--- config.mk ---
export PLATFORM = sky130hd
export DESIGN_NAME = lsu_mem_ctrl
export DESIGN_NICKNAME = d
export VERILOG_FILES = /design/src/rtl/lsu_pkg.sv /design/src/rtl/lsu_load_extend.sv /design/src/rtl/lsu_mem_ctrl.sv
export SDC_FILE = /design/constraint.sdc
export NUM_CORES = 1
export LEC_CHECK = 0
export ABC_AREA = 1
export ABC_CLOCK_PERIOD_IN_PS = 1900
export CORE_MARGIN = 3
export CORE_UTILIZATION = 30
export CTS_CLUSTER_SIZE = 40
export DETAILED_ROUTE_END_ITERATION = 6
export SLEW_MARGIN = 5
export SYNTH_ARGS = -nofsm -noshare
export SYNTH_HDL_FRONTEND = slang
export SYNTH_HIERARCHICAL = 1
export SYNTH_SLANG_ARGS = --single-unit
--- constraint.sdc ---
create_clock -name clk -period 1.9 [get_ports clk]
set_input_delay 0.38 -clock clk [delete_from_list [all_inputs] [get_ports clk]]
set_output_delay 0.38 -clock clk [all_outputs]
set_load 0.005 [all_outputs]
--- src/rtl/lsu_pkg.sv ---
// rtl/lsu_pkg.sv - shared width codes, fault causes and FSM states for the load/store unit
package lsu_pkg;

  localparam logic [2:0] F3_B  = 3'b000;
  localparam logic [2:0] F3_H  = 3'b001;
  localparam logic [2:0] F3_W  = 3'b010;
  localparam logic [2:0] F3_BU = 3'b100;
  localparam logic [2:0] F3_HU = 3'b101;

  localparam logic [1:0] CAUSE_NONE     = 2'b00;
  localparam logic [1:0] CAUSE_MISALIGN = 2'b01;
  localparam logic [1:0] CAUSE_RANGE    = 2'b10;
  localparam logic [1:0] CAUSE_ILLEGAL  = 2'b11;

  typedef enum logic [1:0] {
    S_IDLE,
    S_ACCESS,
    S_RESP
  } lsu_state_e;

  // Access size minus one (0, 1 or 3); funct3[2] only selects signedness.
  function automatic logic [2:0] size_m1(input logic [2:0] funct3);
    case (funct3[1:0])
      2'b00:   size_m1 = 3'd0;
      2'b01:   size_m1 = 3'd1;
      default: size_m1 = 3'd3;
    endcase
  endfunction

endpackage

--- src/rtl/lsu_load_extend.sv ---
// rtl/lsu_load_extend.sv - sign/zero extension of raw load data by funct3 width code
module lsu_load_extend
  import lsu_pkg::*;
(
  input  logic [2:0]  funct3,
  input  logic [31:0] raw,
  output logic [31:0] result
);

  always_comb begin
    result = raw;
    case (funct3)
      F3_B:    result = {{24{raw[7]}}, raw[7:0]};
      F3_H:    result = {{16{raw[15]}}, raw[15:0]};
      F3_BU:   result = {24'b0, raw[7:0]};
      F3_HU:   result = {16'b0, raw[15:0]};
      default: result = raw;
    endcase
  end

endmodule

--- src/rtl/lsu_mem_ctrl.sv ---
// rtl/lsu_mem_ctrl.sv - load/store initiator: request check, one-cycle memory access, held response
module lsu_mem_ctrl
  import lsu_pkg::*;
#(
  parameter int ADDR_BITS   = 10,
  parameter int MEM_BYTES   = 1024,
  parameter bit ALIGN_CHECK = 1'b1
) (
  input  logic                 clk,
  input  logic                 rst_n,
  input  logic                 req_valid,
  output logic                 req_ready,
  input  logic                 req_is_store,
  input  logic [2:0]           req_funct3,
  input  logic [31:0]          req_addr,
  input  logic [31:0]          req_wdata,
  output logic                 rsp_valid,
  input  logic                 rsp_ready,
  output logic [31:0]          rsp_rdata,
  output logic                 rsp_fault,
  output logic [1:0]           rsp_cause,
  output logic                 mem_read,
  output logic                 mem_write,
  output logic [ADDR_BITS-1:0] mem_addr,
  output logic [31:0]          mem_wdata,
  output logic [3:0]           mem_be,
  input  logic [31:0]          mem_rdata
);

  lsu_state_e state, next_state;

  logic                 is_store_q;
  logic [2:0]           funct3_q;
  logic [ADDR_BITS-1:0] addr_q;
  logic [31:0]          wdata_q;
  logic [31:0]          rdata_q;
  logic                 fault_q;
  logic [1:0]           cause_q;

  logic                 illegal, out_range, misalign;
  logic [1:0]           req_cause;
  logic [ADDR_BITS:0]   end_addr;
  logic [31:0]          ext_data;
  logic                 access;

  // The extra top bit of end_addr catches accesses running past the last byte.
  always_comb begin
    illegal   = req_is_store ? (req_funct3 > F3_W)
                             : (req_funct3 == 3'b011 || req_funct3[2:1] == 2'b11);
    end_addr  = {1'b0, req_addr[ADDR_BITS-1:0]}
              + {{(ADDR_BITS-2){1'b0}}, size_m1(req_funct3)};
    out_range = end_addr[ADDR_BITS] || (|req_addr[31:ADDR_BITS]);
    misalign  = ALIGN_CHECK &&
                ((req_funct3[1:0] == 2'b01 && req_addr[0]) ||
                 (req_funct3[1:0] == 2'b10 && req_addr[1:0] != 2'b00));
    req_cause = CAUSE_NONE;
    if (illegal)        req_cause = CAUSE_ILLEGAL;
    else if (out_range) req_cause = CAUSE_RANGE;
    else if (misalign)  req_cause = CAUSE_MISALIGN;
  end

  always_comb begin
    next_state = state;
    case (state)
      S_IDLE:   if (req_valid) next_state = (req_cause == CAUSE_NONE) ? S_ACCESS : S_RESP;
      S_ACCESS: next_state = S_RESP;
      S_RESP:   if (rsp_ready) next_state = S_IDLE;
      default:  next_state = S_IDLE;
    endcase
  end

  always_ff @(posedge clk) begin
    if (!rst_n) state <= S_IDLE;
    else        state <= next_state;
  end

  always_ff @(posedge clk) begin
    if (!rst_n) begin
      is_store_q <= 1'b0;
      funct3_q   <= 3'b0;
      addr_q     <= '0;
      wdata_q    <= '0;
      rdata_q    <= '0;
      fault_q    <= 1'b0;
      cause_q    <= CAUSE_NONE;
    end else begin
      case (state)
        S_IDLE: if (req_valid) begin
          is_store_q <= req_is_store;
          funct3_q   <= req_funct3;
          addr_q     <= req_addr[ADDR_BITS-1:0];
          wdata_q    <= req_wdata;
          rdata_q    <= '0;
          fault_q    <= (req_cause != CAUSE_NONE);
          cause_q    <= req_cause;
        end
        S_ACCESS: rdata_q <= is_store_q ? 32'b0 : ext_data;
        default: ;
      endcase
    end
  end

  lsu_load_extend u_extend (
    .funct3 (funct3_q),
    .raw    (mem_rdata),
    .result (ext_data)
  );

  // Gating with rst_n lets a reset landing in ACCESS cancel the store before the commit edge.
  assign access = (state == S_ACCESS) && rst_n;

  always_comb begin
    mem_read  = 1'b0;
    mem_write = 1'b0;
    mem_addr  = '0;
    mem_wdata = '0;
    mem_be    = 4'b0000;
    if (access) begin
      mem_addr = addr_q;
      mem_read = !is_store_q;
      if (is_store_q) begin
        mem_write = 1'b1;
        case (funct3_q[1:0])
          2'b00:   begin mem_be = 4'b0001; mem_wdata = {24'b0, wdata_q[7:0]};  end
          2'b01:   begin mem_be = 4'b0011; mem_wdata = {16'b0, wdata_q[15:0]}; end
          default: begin mem_be = 4'b1111; mem_wdata = wdata_q;                end
        endcase
      end
    end
  end

  assign req_ready = (state == S_IDLE);
  assign rsp_valid = (state == S_RESP);
  assign rsp_rdata = rdata_q;
  assign rsp_fault = fault_q;
  assign rsp_cause = cause_q;

endmodule

==> qor.yml, run 1 <==
status: "finished, violations left"
violations: "setup timing"
internal-power_w: 0.00317
p_comb_share_pct: 15.5
overflow: 0
clk_pin_slew_ns: 0.06
fin_nets: 773
clkPwrFrac_pct: 40.3
synthArstFlopShare_pct: 0
rows: 40
start_util_pct: 31.1
power_leakage_nw: 2.55
area_delta_synth_final_pct: 63.4
yosys_warnings: 6
io_buffers: 188
r2r-start: "funct3_q[1]$_SDFFE_PN0P_"
root_buffer: "clkbuf_16"
die-height_um: 118
grt_usage_pct: 16.8
cts-hold-fix-buffers: 0
synth-seq-cells: 83
dieArea_um2: 14000
diodes: 0
syn_inst: 480
place_ws_ns: -0.249
whs_path_depth: 2
worst_slew_pin_slew_ns: 0.764
drt_pass1_iterations: 5
drive_gt1_share_pct: 20.1
synth_edf_count: 0
switchingPower_w: 0.00104
syn_area_per_cell_um2: 7.87
yosysUniqueCellTypes: 25
fmax_mhz: 481
endpoint_kind: "output port"
synth_top_area_share_pct: 44.0
grt_pass1_wl_mm: 19.4
tns_ns: -3.13
wirelength_mm: 12.0
ys.flop_type: "dfxtp_1"
hp-class: "register to register"
clock_skew_ns: 0.00471
cts-buffers-inserted: 9
required_ns: 1.52
cp.arrival_ns: 1.70
yosysMostFrequentCell: "dfxtp_1"
yosysSeqAreaShare_pct: 44.0
fin_crit_sh_pct: 109
synth_nets: 585
synth_area_leader_cell: "dfxtp_1"
cts_tree: "done"
drc: 0
cap_violations: 0
vias: 3900
r2r_cells: 5
swShare_pct: 24.8
worst_slack_ns: -0.179
design.portCount: 189
min_from: "addr_q[4]$_SDFFE_PN0P_"
ir_drop_v: 0.000376
postRouteAntennaNets: 0
min_period_ns: 2.08
cts.sinks: 83
synthesis.area_um2: 3780
insertion_delay_ns: 0.33
grt_max_degree: 82
start_kind: "register"
hold-path-endpoint: "addr_q[4]$_SDFFE_PN0P_"
drt-initial-drc-count: 232
synthTopCellsByArea: "dfxtp_1 44%, a32o_1 8.5%, nor2_1 7.6%"
rrSetupSlack_ns: 0.31
setup_viol: 26
finalHoldViolCount: 0
first_global_vias: 3850
antenna_found_initial: 0
ys_top_cells_by_count: "83 x dfxtp_1, 77 x nor2_1, 54 x nand2_1"
rsz0062_at_grt: "yes"
coreArea_um2: 12200
finalMaxSlewViolations: 0
slew_headroom_pct: 49.0
place_congestion: 0.789
dp_hpwl_mm: 8.51
viasPerCell: 4.64
wl_per_cell_um: 14.3
htree_levels: 3
cts_max_path_buffers: 2
power_frac_seq_pct: 44.2
cp_max_fo: 8
r2r-end: "rsp_rdata[29]$_SDFFE_PN0P_"
path_class: "register to output port"
p_per_area_nw_per_um2: 682
die_w_um: 118
-- sequential cells by signal (all words and copies together), names as in the netlist --
| signal | cells |
|---|---|
| addr_q | 10 |
| rsp_cause | 2 |
| rsp_rdata | 32 |
| rsp_fault | 1 |
| is_store_q | 1 |
| state | 2 |
| funct3_q | 3 |
| wdata_q | 32 |
-- timing repair --
item,4_1_cts,5_1_grt
setup buffers,12,4
endpoints found under the setup margin,49,49
gates resized for setup,200,20
cloned,2,0
pin swaps,4,4
-- power by group through the flow --
stage               registers [W]  logic (W)  clock network, W
floorplan                 0.00189   0.000330                 0
global route              0.00187   0.000730           0.00183
finish                    0.00186   0.000652           0.00170
detailed placement        0.00190   0.000650                 0
CTS                       0.00186   0.000658           0.00175
global placement          0.00189   0.000636                 0
-- critical path: stages, from the launching register on --
cell	delay (ns)
dfxtp_2	0.33
inv_2	0.04
nor2_4	0.08
inv_2	0.05
nor2_4	0.10
inv_4	0.06
nor2_8	0.11
inv_4	0.05
nor2_8	0.14
buf_6	0.15
inv_12	0.05
nor2_1	0.07
buf_2	0.11
-- worst max-delay path by stage --
stage                                     start             to  slack (ns)
final                     state[0]$_SDFFE_PN0P_  mem_wdata[18]       -0.18
after global routing      state[0]$_SDFFE_PN0P_  mem_wdata[31]       -0.29
after CTS                 state[0]$_SDFFE_PN0P_  mem_wdata[31]       -0.28
after detailed placement                  rst_n  mem_wdata[16]       -0.25
after global placement                    rst_n  mem_wdata[18]       -0.20
after floorplan                           rst_n  mem_wdata[21]        0.13
-- kinds of logic (layout without fill, tap and decap cells) --
logic type | count (synthesis) | in the layout | share of synthesized area [%]
simple gates | 176 | 176 | 22.9
compound gates | 123 | 124 | 20.7
buf+inv | 97 | 288 | 12.1
flops | 83 | 83 | 44.0
fa+ha+maj | 1 | 1 | 0.331
-- layout by cell type (no fill, tap or decap), types with 2 or more instances in the layout --
| cell | netlist | layout |
|---|---|---|
| nor2_1 | 77 | 59 |
| nand3_4 | 2 | 2 |
| buf_4 | 10 | 15 |
| buf_6 | 4 | 14 |
| nand4_1 | 4 | 4 |
| nor2_4 | 14 | 17 |
| inv_2 | 4 | 3 |
| buf_12 | 0 | 3 |
| inv_4 | 2 | 2 |
| o21ai_1 | 6 | 5 |
| o21ai_0 | 44 | 44 |
| dfxtp_1 | 83 | 81 |
| nor2_2 | 0 | 15 |
| nor2_8 | 2 | 2 |
| clkdlybuf4s50_1 | 0 | 137 |
| clkdlybuf4s15_2 | 0 | 8 |
| clkinv_4 | 0 | 2 |
| a21oi_1 | 39 | 39 |
| nand2_1 | 54 | 54 |
| nand3_1 | 22 | 22 |
| dlymetal6s2s_1 | 0 | 2 |
| clkdlybuf4s15_1 | 0 | 3 |
| buf_2 | 9 | 26 |
| inv_1 | 49 | 49 |
| clkbuf_2 | 0 | 7 |
| a32o_1 | 32 | 32 |
| dfxtp_2 | 0 | 2 |
| clkbuf_16 | 0 | 9 |
| o21ai_4 | 0 | 2 |
| clkbuf_1 | 17 | 2 |
-- per-stage QoR --
| step | hold WS, ns | cells | power [W] | utilization (%) | cell area [um2] |
|---|---|---|---|---|---|
| floorplan | 0.430 | 480 | 0.00222 | - | 3780 |
| global placement | 0.440 | 812 | 0.00253 | 47.6 | 5790 |
| detailed placement | 0.449 | 812 | 0.00255 | 47.6 | 5790 |
| CTS | 0.458 | 840 | 0.00427 | 50.9 | 6190 |
| global route | 0.486 | 840 | 0.00443 | 50.8 | 6180 |
| finish | 0.455 | 840 | 0.00421 | 50.8 | 6180 |
-- layout make-up --
cell class                      count  area (um2)
Timing Repair inverter              1        11.3
Fill cell                        1161        5980
Tap cell                          168         210
Multi-Input combinational cell    301        1750
Sequential cell                    83        1660
Clock buffer                       11         233
Timing Repair Buffer              217        2040
Clock inverter                      4        52.6
Inverter                           55         224
-- layer usage --
layer	track usage [%]	vias to the layer above	wire (um)
met3	5.89	14	872
met1	20.7	1802	5230
met5	0	-	0
li1	-	1963	-
met4	5.27	0	188
met2	27.3	121	5750
Note: power is estimated with default switching activity, not from simulation.
==> inputs of run 2 (changes only) <==
Settings changed: CORE_MARGIN 3 to 2, SETUP_SLACK_MARGIN from default to 0.2, SLEW_MARGIN 5 to 30.
==> run 2 against run 1 <==
  * The flow still finishes with violations (setup timing)
  * Register-to-register slack improved by 0.13 ns
  * Count of clock-buffer cells in the layout is 1 lower
  * Clock power is 20% higher
  * Core utilization rose by 0.91 points
  * Cell area increased by 4.3%
  * First-iteration DRC count up 10%
  * Non-clock buffer count rose by 9
  * Global-route usage up 0.14 points
  * Cell count is 1.5% higher
  * Combinational power about the same
  * Highest routed layer unchanged
==> qor.yml, run 2 (same netlist as run 1, synthesis figures left out) <==
status: "finished, violations left"
violations: "setup timing"
die-height_um: 116
rrSetupSlack_ns: 0.44
drt_pass1_iterations: 4
rsz0062_at_grt: "yes"
fin_crit_sh_pct: 111
switchingPower_w: 0.00108
r2r-end: "wdata_q[26]$_SDFFE_PN0P_"
p_per_area_nw_per_um2: 707
wirelength_mm: 11.6
cts-hold-fix-buffers: 0
grt_pass1_wl_mm: 17.9
postRouteAntennaNets: 0
hold-path-endpoint: "state[1]$_SDFFE_PN0P_"
swShare_pct: 23.8
io_buffers: 188
power_leakage_nw: 2.66
required_ns: 1.52
root_buffer: "clkbuf_16"
area_delta_synth_final_pct: 70.5
power_w: 0.00455
grt_usage_pct: 16.9
clkPwrFrac_pct: 44.8
cp.arrival_ns: 1.72
fmax_mhz: 475
antenna_found_initial: 0
fin_nets: 781
htree_levels: 3
cts.sinks: 83
setup_viol: 47
grt_max_degree: 82
r2r_cells: 8
worst_slack_ns: -0.203
drc: 0
layout_common_cells: "137 x clkdlybuf4s50_1, 81 x dfxtp_1, 54 x nand2_1"
drt-initial-drc-count: 256
slew_headroom_pct: 47.6
path_buf_inv: 7
clock_skew_ns: 0.00495
crit_path_cell_trace: "inv_2 -> nor2_4 -> inv_2 -> nor2_4 -> inv_4 -> nor2_8 -> buf_6 -> o21ai_4 -> buf_6 -> buf_8 -> nor2_4 -> buf_2"
cp_slowest_cell: "dfxtp_2"
final_core_utilization_pct: 51.7
clk_pin_slew_ns: 0.06
start_util_pct: 30.3
coreArea_um2: 12500
whs_path_depth: 4
cts_tree: "done"
path_common_cell: "nor2_4"
final_common_cell: "clkdlybuf4s50_1"
vias: 3926
dp_hpwl_mm: 7.76
ir_drop_v: 0.000385
cap_violations: 0
min_from: "rst_n"
r2r-start: "state[1]$_SDFFE_PN0P_"
endpoint_kind: "output port"
hp-class: "input pin to register"
path_delay_family: "buffers and inverters"
first_global_vias: 3678
design.portCount: 189
p_comb_share_pct: 14.4
internal-power_w: 0.00347
cp.depth: 12
die_w_um: 116
cts-buffers-inserted: 9
critical-path-max-stage-delay_ns: 0.33
power_frac_seq_pct: 40.8
cts_max_path_buffers: 2
diodes: 0
path_class: "register to output port"
min_period_ns: 2.10
dieArea_um2: 13500
rows: 41
worst_slew_pin_slew_ns: 0.786
drive_gt1_share_pct: 24.1
overflow: 0
wl_per_cell_um: 13.6
finalHoldViolCount: 0
viasPerCell: 4.60
place_congestion: 0.784
insertion_delay_ns: 0.34
cp_max_fo: 6
start_kind: "register"
finalMaxSlewViolations: 0
-- run 2: cell types whose count changed in the layout (fill, tap and decap cells not counted), moves of 5 or more --
cell,delta
nor2_4,+18
buf_2,+14
nor2_1,-12
nor2_2,-6
clkbuf_2,-5
clkdlybuf4s15_2,-8
-- run 2: worst max-delay path by stage --
stage | to | slack, ns | from
6_report | mem_wdata[10] | -0.20 | state[0]$_SDFFE_PN0P_
5_1_grt | mem_wdata[24] | -0.31 | state[0]$_SDFFE_PN0P_
4_1_cts | mem_wdata[17] | -0.33 | state[0]$_SDFFE_PN0P_
3_5_place_dp | mem_wdata[17] | -0.26 | rst_n
3_3_place_gp | mem_wdata[17] | -0.21 | rst_n
2_1_floorplan | mem_wdata[21] | 0.21 | rst_n
-- run 2: tightest hold or removal path: cells and delay by family --
kind	cells	cell delay, ns
AOI/OAI and AO/OA	1	0.03
buffers and inverters	3	0.32
-- run 2: through the flow --
stage	instance area (um2)	TNS, ns	instances	setup WS (ns)	hold slack, ns
2_1_floorplan	3780	0	480	0.205	0.430
3_3_place_gp	5790	-4.53	816	-0.211	0.442
3_5_place_dp	5790	-6.07	816	-0.255	0.447
4_1_cts	6190	-9.55	848	-0.326	0.413
5_1_grt	6440	-9.11	853	-0.305	0.432
6_report	6440	-5.16	853	-0.203	0.428
-- run 2: area by class of cell --
class,instances,area [um2]
multi-input cells,300,1850
repair inverters,1,16.3
repair buffers,226,2120
well taps,172,215
inverters,55,224
flip-flops and latches,83,1660
clock buffers,10,239
clock inverters,6,111
fillers,1196,6020
-- run 2: metal layers --
metal  global-route usage, %  part of all wire [%]  vias up  routed length, um
met2                    28.3                    47      147               5430
li1                        -                     -     1971                  -
met4                    5.56                   1.2        0                142
met1                    20.1                    43     1796               5000
met5                       0                     0        -                  0
met3                    6.23                   8.6       12                996
-- run 2: power by group through the flow --
stage               Combinational (W)  Clock (W)  Sequential (W)
finish                       0.000655    0.00204         0.00186
global route                 0.000725    0.00217         0.00187
CTS                          0.000647    0.00210         0.00186
detailed placement           0.000639          0         0.00189
global placement             0.000628          0         0.00189
floorplan                    0.000331          0         0.00189
-- run 2: timing repair --
item,in CTS,in global routing
gates cloned,2,2
setup endpoints to repair,50,48
pin swaps,6,8
gates resized for setup,223,54
endpoints found under the hold margin,0,0
setup buffers,14,3
==> RTL change 1: new RTL, flow settings as in run 1 <==
Set the parameter `ADDR_BITS` to 9 (it was 10).
--- a/src/rtl/lsu_mem_ctrl.sv
+++ b/src/rtl/lsu_mem_ctrl.sv
@@ -2,7 +2,7 @@
 module lsu_mem_ctrl
   import lsu_pkg::*;
 #(
-  parameter int ADDR_BITS   = 10,
+  parameter int ADDR_BITS   = 9,
   parameter int MEM_BYTES   = 1024,
   parameter bit ALIGN_CHECK = 1'b1
 ) (
Ports: changed (resized mem_addr); port bits go from 189 to 188. The function was not compared with the original's and may differ.
==> RTL change 1 against run 1 <==
  * The run still ends with setup timing left
  * Maximum frequency down 2.0%
  * Area after synthesis down 2.8%
  * Hold slack better by 0.0030 ns
  * Critical path type unchanged
  * Cell count down 3.0%
  * Power down 2.3%
  * Non-clock buffer count up 3
  * Wire length down 4.2%
  * Sequential share of layout area up 0.32 points
  * Worst setup slack worse by 0.042 ns
  * Cell area down 2.4%
  * Combinational power down 2%
  * Highest routed layer unchanged
  * Sequential cell count down 1
  * First-iteration DRC count up 13%
==> RTL change 1: results (changes against run 1) <==
- Result of the run: finished with violations (unchanged).
- Violated checks: setup timing (unchanged).
- The via count of the first global-routing pass is 3,661 (was 3,850).
- The met1 capacity usage during global routing was 0.2132 (was 0.2075).
- Top post-synthesis cells by area: sky130_fd_sc_hd__dfxtp_1 45%, sky130_fd_sc_hd__a32o_1 8.7%, sky130_fd_sc_hd__nor2_1 8.0%, sky130_fd_sc_hd__o21ai_0 6.7%, sky130_fd_sc_hd__nand2_1 5.5% (was sky130_fd_sc_hd__dfxtp_1 44%, sky130_fd_sc_hd__a32o_1 8.5%, sky130_fd_sc_hd__nor2_1 7.6%, sky130_fd_sc_hd__o21ai_0 5.8%, sky130_fd_sc_hd__nand2_1 5.4%).
- The launch instance of the worst min-delay path is addr_q[3] (was addr_q[4]).
- The synthesized netlist net count came to 582 (was 585).
- The count of unique library cells instantiated by Yosys is 21 (was 25).
- The final clock skew is 0.003325 ns (was 0.004714 ns).
- The setup slack of the critical path after layout is -0.2213 ns (was -0.1789 ns).
- The fraction of layout instances using a drive strength above 1 is 0.2173 (was 0.2009).
- The sequential-to-total area share from yosys stat came to 0.4470 (was 0.4396).
- The global placer's final weighted congestion is 0.7693 (was 0.7890).
- The total vias in the final route came to 3,904 (was 3,900).
- The global-route wire length before repair was 17.95 mm (was 19.38 mm).
- The overall routing resource usage came to 0.1666 (was 0.1677).
- The fraction of met3 tracks used by global routing is 0.04767 (was 0.05885).
- The total of endpoints with negative setup slack in the final report is 26 (unchanged).
- The count of input and output buffers is 187 (was 188).
- The data arrival time at the worst-slack endpoint is 1.74 ns (was 1.70 ns).
- The hold path endpoint was addr_q[3] (was addr_q[4]).
- The leakage power is 2.523 nW (was 2.550 nW).
- The synthesized instance count is 477 (was 480).
- The maximum number of pins on one net before global-route repair is 81 (was 82).
- The met2 usage is 0.2715 (was 0.2733).
- The worst supply voltage drop on vdd was 0.0003557 V (was 0.0003763 V).
- The post-place instance area was 5642 sq um (was 5794 sq um).
- The switching portion of total power is 0.2425 (was 0.2477).
- The ratio of routed vias to standard cells is 4.790 (was 4.643).
- The post-route worst hold slack is 0.4577 ns (was 0.4547 ns).
- The wire length after detailed routing was 11.54 mm (was 12.04 mm).
## RTL change 1: cell types whose count changed after synthesis, moves of 2 or more
| cell | before | now |
|---|---|---|
| sky130_fd_sc_hd__o21ai_0 | 44 | 49 |
| sky130_fd_sc_hd__inv_1 | 49 | 51 |
| sky130_fd_sc_hd__buf_6 | 4 | 7 |
| sky130_fd_sc_hd__nor2_2 | 0 | 12 |
| sky130_fd_sc_hd__clkbuf_1 | 17 | 15 |
| sky130_fd_sc_hd__o21ai_1 | 6 | 1 |
| sky130_fd_sc_hd__nor2_4 | 14 | 4 |
| sky130_fd_sc_hd__inv_4 | 2 | 0 |
| sky130_fd_sc_hd__nor2_8 | 2 | 0 |
## RTL change 1: how the worst max path moves through the flow
stage               startpoint             to  slack [ns]
floorplan                rst_n  mem_wdata[21]        0.13
global placement         rst_n  mem_wdata[31]       -0.20
detailed placement       rst_n   mem_wdata[8]       -0.28
CTS                   state[0]  mem_wdata[30]       -0.39
global route          state[0]  mem_wdata[30]       -0.34
finish                state[0]  mem_wdata[30]       -0.22
## RTL change 1: cell type report
type,count,area (sq um)
multi-input cells,298,1689
well taps,143,178.9
repair buffers,220,2014
flip-flops and latches,82,1644
clock buffers,14,274.0
repair inverters,1,6.256
clock inverters,2,10.01
fillers,1130,5680
inverters,55,214.0
## RTL change 1: cells by family (layout without fill, tap and decap cells)
kind of cell | count (synthesis) | in the layout | share of synthesized area
and+or+nand+nor | 176 | 176 | 0.2136
AOI/OAI and AO/OA | 121 | 121 | 0.2092
buffers and inverters | 97 | 292 | 0.1267
DFF | 82 | 82 | 0.4470
adders and majority gates | 1 | 1 | 0.003407
## RTL change 1: stage by stage
step / TNS (ns) / setup WS (ns)
after floorplan: 0 / 0.1304
after global placement: -5.020 / -0.2024
after detailed placement: -6.178 / -0.2798
after CTS: -12.10 / -0.3948
after global routing: -6.683 / -0.3363
final: -3.355 / -0.2213
## RTL change 1: power by group through the flow
stage               combinational [mW]  clock [mW]  sequential, mW
finish                           0.640        1.64            1.84
global route                     0.719        1.77            1.84
CTS                              0.635        1.70            1.84
detailed placement               0.630           0            1.87
global placement                 0.623           0            1.87
floorplan                        0.322           0            1.87
## RTL change 1: per-layer routing
metal	wire, um	vias to the layer above	part of all wire
met1	4862	1796	0.42
li1	-	1950	-
met4	108	0	0.0094
met5	0	-	0
met3	944	10	0.082
met2	5619	148	0.49
## RTL change 1: repair_timing
action | in CTS | in global routing
endpoints found under the setup margin | 48 | 46
buffers inserted | 11 | 5
pin swaps | 6 | 5
resized for setup | 147 | 71
cloned | 1 | 0
hold buffers | 0 | 0
==> RTL change 2: new RTL, settings of run 1 <==
Without the edit above. Register the output `rsp_fault` once more, with the module's reset; this adds one clock of latency there. The other outputs are not delayed to match.
--- a/src/rtl/lsu_mem_ctrl.sv
+++ b/src/rtl/lsu_mem_ctrl.sv
@@ -132,7 +132,13 @@
   assign req_ready = (state == S_IDLE);
   assign rsp_valid = (state == S_RESP);
   assign rsp_rdata = rdata_q;
-  assign rsp_fault = fault_q;
+  always_ff @(posedge clk) begin
+    if (!rst_n) begin
+      rsp_fault <= '0;
+    end else begin
+      rsp_fault <= fault_q;
+    end
+  end
   assign rsp_cause = cause_q;
 
 endmodule
Formal check against the unedited RTL: not equivalent (a bounded check fails within 4 cycles, from zero or initial values and one cycle with rst_n low).
==> RTL change 2 against run 1 <==
  * The run still ends with setup timing left
  * Worst setup slack improved by 0.017 ns
  * Sequential cell count grew 1
  * Combinational power down 0.8%
  * Cell count rose by 8.2%
  * Cell area is 1.7% higher
  * Area after synthesis grew 2.4%
  * Wire length grew 1.6%
  * Non-clock buffer count rose by 4
  * Power increased by 1.1%
  * Die area is 2.2% higher
  * Count of clock-buffer cells in the layout increased by 1
  * Critical path type unchanged
==> RTL change 2: results (changes against run 1) <==
- Top post-synthesis cells by area: sky130_fd_sc_hd__dfxtp_1 43%, sky130_fd_sc_hd__nand2_1 12%, sky130_fd_sc_hd__nor2_1 7.2%, sky130_fd_sc_hd__nand3_1 7.1%, sky130_fd_sc_hd__o21ai_0 6.3% (was sky130_fd_sc_hd__dfxtp_1 44%, sky130_fd_sc_hd__a32o_1 8.5%, sky130_fd_sc_hd__nor2_1 7.6%, sky130_fd_sc_hd__o21ai_0 5.8%, sky130_fd_sc_hd__nand2_1 5.4%).
- Result of the run: finished with violations (unchanged).
- The launch instance of the worst min-delay path is fault_q (was addr_q[4]).
- The sum of routed wire segments on met1 is 5.182 mm (was 5.229 mm).
- The number of signal-net inverters in the final layout is 53 (was 56).
- The fraction of area in registers is 0.2679 (was 0.2694).
- The detailed-router iteration count before antenna repair is 4 (was 5).
- The setup slack of the critical path after layout was -0.1614 ns (was -0.1789 ns).
- The total of endpoints with negative setup slack in the final report was 27 (was 26).
- The global placer's final weighted congestion is 0.7831 (was 0.7890).
- The initial DRC count is 284 (was 232).
- The wire length per cell is 13.45 um (was 14.33 um).
- The count of multi-input combinational gates is 369 (was 301).
- The last element of the critical path is mem_be[2] (was mem_wdata[18]).
- The maximum number of pins on one net before global-route repair was 84 (was 82).
- Violated checks: setup timing (unchanged).
- The relative max-transition margin was 0.4887 (was 0.4904).
- The leakage power was 2.791 nW (was 2.550 nW).
- The synthesized netlist net count is 653 (was 585).
- The via count of the first global-routing pass is 3,980 (was 3,850).
- The met1 capacity usage during global routing was 0.1943 (was 0.2075).
- The total of clock buffers placed in the layout is 12 (was 11).
- Top post-synthesis cells by count: 124 x sky130_fd_sc_hd__nand2_1, 84 x sky130_fd_sc_hd__dfxtp_1, 74 x sky130_fd_sc_hd__nor2_1, 55 x sky130_fd_sc_hd__nand3_1, 49 x sky130_fd_sc_hd__o21ai_0 (was 83 x sky130_fd_sc_hd__dfxtp_1, 77 x sky130_fd_sc_hd__nor2_1, 54 x sky130_fd_sc_hd__nand2_1, 49 x sky130_fd_sc_hd__inv_1, 44 x sky130_fd_sc_hd__o21ai_0).
- The area used by multi-input combinational logic came to 1834 sq um (was 1747 sq um).
- The maximum fanout along the worst path came to 3 (was 8).
- The clock-cell share of area is 0.04641 (was 0.04618).
- The number of cells traversed by the worst register-to-register path came to 7 (was 5).
- The hold path endpoint is rsp_fault (was addr_q[4]).
- The design internal power is 3.246 mW (was 3.171 mW).
-- RTL change 2: per-stage QoR --
stage / hold slack [ns] / instance area, sq um / setup slack, ns / cells / setup TNS, ns
2_1_floorplan: 0.4046 / 3869 / 0.3299 / 548 / 0
3_3_place_gp: 0.4270 / 5836 / -0.1362 / 880 / -2.520
3_5_place_dp: 0.4229 / 5836 / -0.1733 / 880 / -3.107
4_1_cts: 0.4383 / 6161 / -0.2396 / 905 / -4.741
5_1_grt: 0.4744 / 6282 / -0.2626 / 909 / -5.504
6_report: 0.4403 / 6282 / -0.1614 / 909 / -2.666
-- RTL change 2: logic make-up (layout without fill, tap and decap cells) --
logic type | after synthesis | count (layout)
flops | 84 | 84
simple gates | 277 | 278
compound gates | 90 | 90
buf+inv | 96 | 288
fa+ha+maj | 1 | 1
-- RTL change 2: timing repair --
item                       CTS  global route
buffers inserted             9             3
setup endpoints to repair   49            37
resized for setup          155            32
pin swaps                    5             6
cloned                       2             1
hold buffers                 0             0
